### src/rtl/mem_bus_arbiter.sv
// Purpose : shares one CPU memory bus between the fetch port and the load/store port.
// Latency : request seen in IDLE at cycle 0 -> strobes cycles 1..RAM_LAT -> ack at RAM_LAT+1.
// Backpr. : requesters hold req until ack; inputs are only sampled in IDLE (one access in flight).
//
// Ports
//   i_clk, i_reset                 clock (rising edge), synchronous active-high reset
//   i_if_req/i_if_addr             fetch request (read only) and address
//   o_if_ack/o_if_rdata            one-cycle fetch done pulse, fetched word (held until next ack)
//   i_ls_req/i_ls_we/i_ls_addr     load/store request, 1=store, effective address
//   i_ls_wdata                     store data
//   o_ls_ack/o_ls_rdata            one-cycle load/store done pulse, loaded word
//   o_bus_addr/o_bus_wdata         memory address and write data toward bus_data
//   o_bus_wdata_oe                 1 = top level drives bus_data with o_bus_wdata
//   i_bus_rdata                    bus_data as seen by the CPU
//   o_ram_cs/o_ram_we/o_ram_oe     RAM strobes
//   o_busy                         1 while an access is in progress
module mem_bus_arbiter #(
    parameter int ADDR_W  = 64,
    parameter int DATA_W  = 64,
    parameter int RAM_LAT = 2
) (
    input  logic              i_clk,
    input  logic              i_reset,
    input  logic              i_if_req,
    input  logic [ADDR_W-1:0] i_if_addr,
    output logic              o_if_ack,
    output logic [DATA_W-1:0] o_if_rdata,
    input  logic              i_ls_req,
    input  logic              i_ls_we,
    input  logic [ADDR_W-1:0] i_ls_addr,
    input  logic [DATA_W-1:0] i_ls_wdata,
    output logic              o_ls_ack,
    output logic [DATA_W-1:0] o_ls_rdata,
    output logic [ADDR_W-1:0] o_bus_addr,
    output logic [DATA_W-1:0] o_bus_wdata,
    output logic              o_bus_wdata_oe,
    input  logic [DATA_W-1:0] i_bus_rdata,
    output logic              o_ram_cs,
    output logic              o_ram_we,
    output logic              o_ram_oe,
    output logic              o_busy
);

    localparam int CNT_W = (RAM_LAT > 1) ? $clog2(RAM_LAT) : 1;

    typedef enum logic [1:0] {
        ST_IDLE   = 2'd0,
        ST_ACCESS = 2'd1,
        ST_RESP   = 2'd2
    } state_t;

    // Registered state
    state_t            r_state;
    logic [CNT_W-1:0]  r_cnt;
    logic              r_gnt_ls;     // port owning the current access
    logic              r_last_ls;    // port granted last (0 = fetch)
    logic              r_we;
    logic [ADDR_W-1:0] r_bus_addr;
    logic [DATA_W-1:0] r_bus_wdata;
    logic              r_bus_wdata_oe;
    logic              r_ram_cs;
    logic              r_ram_we;
    logic              r_ram_oe;
    logic              r_if_ack;
    logic              r_ls_ack;
    logic [DATA_W-1:0] r_if_rdata;
    logic [DATA_W-1:0] r_ls_rdata;
    logic              r_busy;

    // Next-state values
    state_t            w_state_nxt;
    logic [CNT_W-1:0]  w_cnt_nxt;
    logic              w_gnt_ls_nxt;
    logic              w_last_ls_nxt;
    logic              w_we_nxt;
    logic [ADDR_W-1:0] w_bus_addr_nxt;
    logic [DATA_W-1:0] w_bus_wdata_nxt;
    logic              w_bus_wdata_oe_nxt;
    logic              w_ram_cs_nxt;
    logic              w_ram_we_nxt;
    logic              w_ram_oe_nxt;
    logic              w_if_ack_nxt;
    logic              w_ls_ack_nxt;
    logic [DATA_W-1:0] w_if_rdata_nxt;
    logic [DATA_W-1:0] w_ls_rdata_nxt;
    logic              w_pick_ls;

    always_ff @(posedge i_clk) begin
        if (i_reset) begin
            r_state        <= ST_IDLE;
            r_cnt          <= '0;
            r_gnt_ls       <= 1'b0;
            r_last_ls      <= 1'b0;
            r_we           <= 1'b0;
            r_bus_addr     <= '0;
            r_bus_wdata    <= '0;
            r_bus_wdata_oe <= 1'b0;
            r_ram_cs       <= 1'b0;
            r_ram_we       <= 1'b0;
            r_ram_oe       <= 1'b0;
            r_if_ack       <= 1'b0;
            r_ls_ack       <= 1'b0;
            r_if_rdata     <= '0;
            r_ls_rdata     <= '0;
            r_busy         <= 1'b0;
        end else begin
            r_state        <= w_state_nxt;
            r_cnt          <= w_cnt_nxt;
            r_gnt_ls       <= w_gnt_ls_nxt;
            r_last_ls      <= w_last_ls_nxt;
            r_we           <= w_we_nxt;
            r_bus_addr     <= w_bus_addr_nxt;
            r_bus_wdata    <= w_bus_wdata_nxt;
            r_bus_wdata_oe <= w_bus_wdata_oe_nxt;
            r_ram_cs       <= w_ram_cs_nxt;
            r_ram_we       <= w_ram_we_nxt;
            r_ram_oe       <= w_ram_oe_nxt;
            r_if_ack       <= w_if_ack_nxt;
            r_ls_ack       <= w_ls_ack_nxt;
            r_if_rdata     <= w_if_rdata_nxt;
            r_ls_rdata     <= w_ls_rdata_nxt;
            r_busy         <= (w_state_nxt != ST_IDLE);
        end
    end

    // Outputs are all registered; the comb block computes their values for the next cycle.
    always_comb begin
        w_state_nxt        = r_state;
        w_cnt_nxt          = r_cnt;
        w_gnt_ls_nxt       = r_gnt_ls;
        w_last_ls_nxt      = r_last_ls;
        w_we_nxt           = r_we;
        w_bus_addr_nxt     = r_bus_addr;
        w_bus_wdata_nxt    = r_bus_wdata;
        w_bus_wdata_oe_nxt = 1'b0;
        w_ram_cs_nxt       = 1'b0;
        w_ram_we_nxt       = 1'b0;
        w_ram_oe_nxt       = 1'b0;
        w_if_ack_nxt       = 1'b0;
        w_ls_ack_nxt       = 1'b0;
        w_if_rdata_nxt     = r_if_rdata;
        w_ls_rdata_nxt     = r_ls_rdata;
        // Round-robin: with both requesting, the port not granted last wins.
        w_pick_ls          = i_ls_req && (!i_if_req || !r_last_ls);

        case (r_state)
            ST_IDLE: begin
                if (i_if_req || i_ls_req) begin
                    w_state_nxt   = ST_ACCESS;
                    w_cnt_nxt     = CNT_W'(RAM_LAT - 1);
                    w_gnt_ls_nxt  = w_pick_ls;
                    w_last_ls_nxt = w_pick_ls;
                    if (w_pick_ls) begin
                        w_we_nxt       = i_ls_we;
                        w_bus_addr_nxt = i_ls_addr;
                        if (i_ls_we) begin
                            w_bus_wdata_nxt = i_ls_wdata;
                        end
                    end else begin
                        w_we_nxt       = 1'b0;
                        w_bus_addr_nxt = i_if_addr;
                    end
                    // Strobes rise together with the ACCESS state.
                    w_ram_cs_nxt       = 1'b1;
                    w_ram_we_nxt       = w_we_nxt;
                    w_ram_oe_nxt       = !w_we_nxt;
                    w_bus_wdata_oe_nxt = w_we_nxt;
                end
            end

            ST_ACCESS: begin
                if (r_cnt == '0) begin
                    // Last strobe cycle: RAM data is valid now, capture and respond.
                    w_state_nxt = ST_RESP;
                    if (r_gnt_ls) begin
                        w_ls_ack_nxt = 1'b1;
                        if (!r_we) begin
                            w_ls_rdata_nxt = i_bus_rdata;
                        end
                    end else begin
                        w_if_ack_nxt   = 1'b1;
                        w_if_rdata_nxt = i_bus_rdata;
                    end
                end else begin
                    w_cnt_nxt          = r_cnt - 1'b1;
                    w_ram_cs_nxt       = 1'b1;
                    w_ram_we_nxt       = r_we;
                    w_ram_oe_nxt       = !r_we;
                    w_bus_wdata_oe_nxt = r_we;
                end
            end

            ST_RESP: begin
                w_state_nxt = ST_IDLE;
            end

            default: begin
                w_state_nxt = ST_IDLE;
            end
        endcase
    end

    assign o_if_ack       = r_if_ack;
    assign o_if_rdata     = r_if_rdata;
    assign o_ls_ack       = r_ls_ack;
    assign o_ls_rdata     = r_ls_rdata;
    assign o_bus_addr     = r_bus_addr;
    assign o_bus_wdata    = r_bus_wdata;
    assign o_bus_wdata_oe = r_bus_wdata_oe;
    assign o_ram_cs       = r_ram_cs;
    assign o_ram_we       = r_ram_we;
    assign o_ram_oe       = r_ram_oe;
    assign o_busy         = r_busy;

endmodule
### config.mk
export PLATFORM = sky130hd
export DESIGN_NAME = mem_bus_arbiter
export DESIGN_NICKNAME = d
export VERILOG_FILES = /design/src/rtl/mem_bus_arbiter.sv
export SDC_FILE = /design/constraint.sdc
export NUM_CORES = 1
export LEC_CHECK = 0
export ABC_CLOCK_PERIOD_IN_PS = 2150
export BUFFER_PORTS_ARGS = -buffer_cell sky130_fd_sc_hd__buf_2
export CAP_MARGIN = 20
export CORE_AREA = 2 2 206 208
export DETAILED_ROUTE_END_ITERATION = 8
export DIE_AREA = 0 0 208 210
export GPL_ROUTABILITY_DRIVEN = 0
export GPL_TIMING_DRIVEN = 0
export PLACE_DENSITY = 0.49
export SLEW_MARGIN = 20
export SYNTH_ARGS = -nofsm -noshare
export SYNTH_HDL_FRONTEND = slang
export SYNTH_SLANG_ARGS = --single-unit
### constraint.sdc
create_clock -name i_clk -period 2.15 [get_ports i_clk]
set_clock_uncertainty 0.2 [all_clocks]
set_input_delay 0.215 -clock i_clk [delete_from_list [all_inputs] [get_ports i_clk]]
set_output_delay 0.215 -clock i_clk [all_outputs]
set_load 0.01 [all_outputs]
==> summary.md <==
| Metric | Value |
|---|---|
| FF-to-FF setup slack | around 190 ps |
| Global-route wire length before repair | ~68,000 um |
| Worst hold path type | in -> reg |
| DRC | 0 |
| I/O Pins | 524 |
| CTS sink count | approximately 270 |
| Core Box Area | 0.0415 mm2 |
| Full die area | roughly 0.044 mm2 |
| R2r startpoint | r_state[0]$_SDFF_PP0_ |
| XOR/XNOR share of the synthesized area | 0% |
| Final WL | 44,200 um |
| Starting Density | 28.0% |
| Clk Latency, worst-skew pair | between 500 and 600 ps |
| Simple-Gate Fraction of Synth Area | 23.1% |
| Synth Area in Adders | 0% |
| Initial antenna violation count | 1 |
| Final antenna-violating net count | 0 |
| Synth Area in Compound Gates | 14.3% |
| Grt ovf | 0 |
| Power Dens Cells | 734 mW/mm2 |
| Number of global-route vias before repair | around 12,000 |
| Die Width | about 210 um |
| Top post-synthesis cells by area | dfxtp_1 46%, nand2b_1 14%, mux2i_1 11% |
| Layout Cells excl Fill | 2,619 |
| Setup violations, final | 0 |
| CTS tree | done |
| Hold_sp | i_reset |
| Synth cell count leaders | 267 x dfxtp_1, 259 x nand2_1, 257 x nand2b_1 |
| Clock period minus worst slack | 1960 ps |
| LEAKAGE | 8.14 nW |
| Row Count | 75 |
| P&R area growth vs syn | 60.0% |
| CTS clock-pin slew for the worst setup and hold paths | 60 ps |
| H-tree Lvls | 1 |
| Count leader, synth | dfxtp_1 |
| Pre-CTS setup slack | -107 ps |
| Startpoint types | register |
| Worst EP required | 2430 ps |
| Drt wl/cell | approximately 17 um |
| Routed vias/inst | 4.45 |
| Final Cycle Share | 91.1% |
| Final-report hold violation count | 0 |
| Largest net degree at the start of global routing | 15 |
| TritonCTS Buffers | 31 |
| Setup Crit Path Kind | reg -> reg |
| #FFs+latches synth | around 270 |
| Hold Crit Depth | 3 |
| Top_reg_cell synth | dfxtp_1 |
| Post-synthesis mux area share | 11.0% |
| Rel. slew slack | 47.7% |
| Fraction of registers with async set/reset | 0% |
| Buffers and inverters on the worst path | 3 |
| Share of the synthesized area in the top cell type | 46.1% |
| CTS Buffer Depth | 3 |
| Syn_area_per_cell | 9.35 um2 |
| Input/output buffers | between 500 and 600 |
| Largest family of logic cells by synthesized area | simple AND/OR/NAND/NOR gates |
| Max FO, Critical Path | 10 |
| WHS Endpoint | r_state[1]$_SDFF_PP0_ |
| CP max stage delay | approximately 360 ps |
| Post-route setup slack | 192 ps |
| Status | complete, no violations |
| Post-DP HPWL | 32,700 um |
| Synth cell types | 29 |
| R2R Path End | o_bus_wdata[42]$_SDFFE_PP0P_ |
| Gr usage total | 19.3% |
| Vias after detailed routing | 11,600 |
| Worst EP arrival | 2240 ps |
| Register area share after synthesis | 46.1% |
| Yosys top cell by area | dfxtp_1 |
| Share of cells above drive strength 1 | 33.3% |
| CP cell instances | nor2_4, and4_1, buf_2, buf_4, buf_6, mux2i_1 |
| Cell Area, Synth | 0.0116 mm2 |
| Number of enable flip-flop cells after synthesis | 0 |
| Pre-antenna DRT Iters | 4 |
| Cells after synthesis | 1,241 |
| Highest clock rate | 511 MHz |
| R2R depth | 6 |
| Clk root buf | clkbuf_16 |
| Initial DRC count | approximately 470 |
| Crit. End Element | register |
| RSZ-0062 raised after global routing | no |
| Max-cap violations | 0 |
| CP top delay family | buffers and inverters |
| CP max-delay cell | dfxtp_1 |
| Slew @ Worst Pin | 784 ps |
| Yosys warning count | 0 |
| Pins Over Slew Limit | 0 |
| Post-synthesis net count | approximately 1,500 |
| Final hold slack | ~61 ps |
| Chip height | 210 um |
| Inst Count DP | between 2,000 and 2,500 |
| Fin nets | 2,320 |
| Worst VDD drop | 0.369 mV |
-- worst register-to-register path, cell delays in order (launching register included) --
cell and delay [ps]:
dfxtp_1 360, nor2_4 210, and4_1 250, buf_2 160, buf_4 260, buf_6 220, mux2i_1 230
-- power breakdown --
part,internal [mW],switching [mW]
Clock,3.25,2.15
Sequential,5.30,0.185
Combinational,1.33,1.42
Total,9.88,3.76
-- cell families after synthesis --
group	after synthesis
buffers and inverters	111
AND/OR/NAND/NOR	531
flip-flops	267
multiplexers	128
AO/OA/AOI/OAI	204
-- worst max-delay path by stage --
| stage | startpoint | to | slack [ps] | cells past startpoint |
|---|---|---|---|---|
| after global routing | r_state[0]$_SDFF_PP0_ | o_bus_wdata[42]$_SDFFE_PP0P_ | 40 | 6 |
| after floorplan | r_last_ls$_SDFFE_PP0P_ | o_if_rdata[4]$_SDFFE_PP0P_ | 480 | 6 |
| final | r_state[0]$_SDFF_PP0_ | o_bus_wdata[42]$_SDFFE_PP0P_ | 190 | 6 |
| after CTS | i_if_req | o_bus_addr[18]$_SDFFE_PP0P_ | 4 | 8 |
| after detailed placement | i_reset | o_if_rdata[28]$_SDFFE_PP0P_ | -110 | 5 |
| after global placement | i_reset | o_if_rdata[30]$_SDFFE_PP0P_ | -80 | 5 |
-- per-stage QoR --
| stage | instance area (um2) | utilization, % | total power, mW | TNS, ps |
|---|---|---|---|---|
| 2_1_floorplan | 11600 | - | 6.93 | 0 |
| 3_3_place_gp | 14900 | 35.9 | 7.94 | -2680 |
| 3_5_place_dp | 14900 | 35.9 | 7.96 | -3350 |
| 4_1_cts | 18500 | 44.6 | 13.8 | 0 |
| 5_1_grt | 18600 | 44.8 | 14.3 | 0 |
| 6_report | 18600 | 44.8 | 13.6 | 0 |
-- registers in the layout (all words and copies together), names as in the netlist, 2 cells and up --
name,count
o_bus_addr,64
o_ls_rdata,64
o_bus_wdata,64
r_state,2
o_if_rdata,64
-- cell type report --
cell class                 instances  area (um2)
fill                            4095       22900
multi-input combinational        863        5640
sequential                       267        5350
timing repair buffer             785        5240
clock buffer                      44         905
tap                              539         674
buffer                           111         644
clock inverter                     9         125
antenna                            1        2.50
-- per-layer routing --
metal / share of wire, % / track usage [%] / up-vias
met5: 0 / 0 / -
met4: 2.8 / 5.65 / 0
met3: 5.1 / 3.31 / 71
met2: 50 / 34.9 / 355
met1: 43 / 23.5 / 5425
li1: - / - / 5795
-- layout by cell type (no fill, tap or decap), drive strengths merged, types with 2 or more instances in the layout --
cell / synthesis / final
a21boi: 2 / 2
a21oi: 133 / 133
a311oi: 65 / 65
and2: 3 / 3
buf: 59 / 581
bufinv: 0 / 3
clkbuf: 52 / 99
clkinv: 0 / 4
clkinvlp: 0 / 2
dfxtp: 267 / 267
dlygate4sd3: 0 / 259
mux2i: 128 / 128
nand2: 259 / 259
nand2b: 257 / 257
nor2: 3 / 3
nor4b: 2 / 2
-- what timing repair did --
action / CTS / global route
setup endpoints to repair: 33 / 22
pin swaps: 0 / 1
gates resized for setup: 1 / 7
endpoints found under the hold margin: 258 / 1
hold buffers: 259 / 1
buffers inserted: 0 / 3
Power figures use the tool's default switching activity.
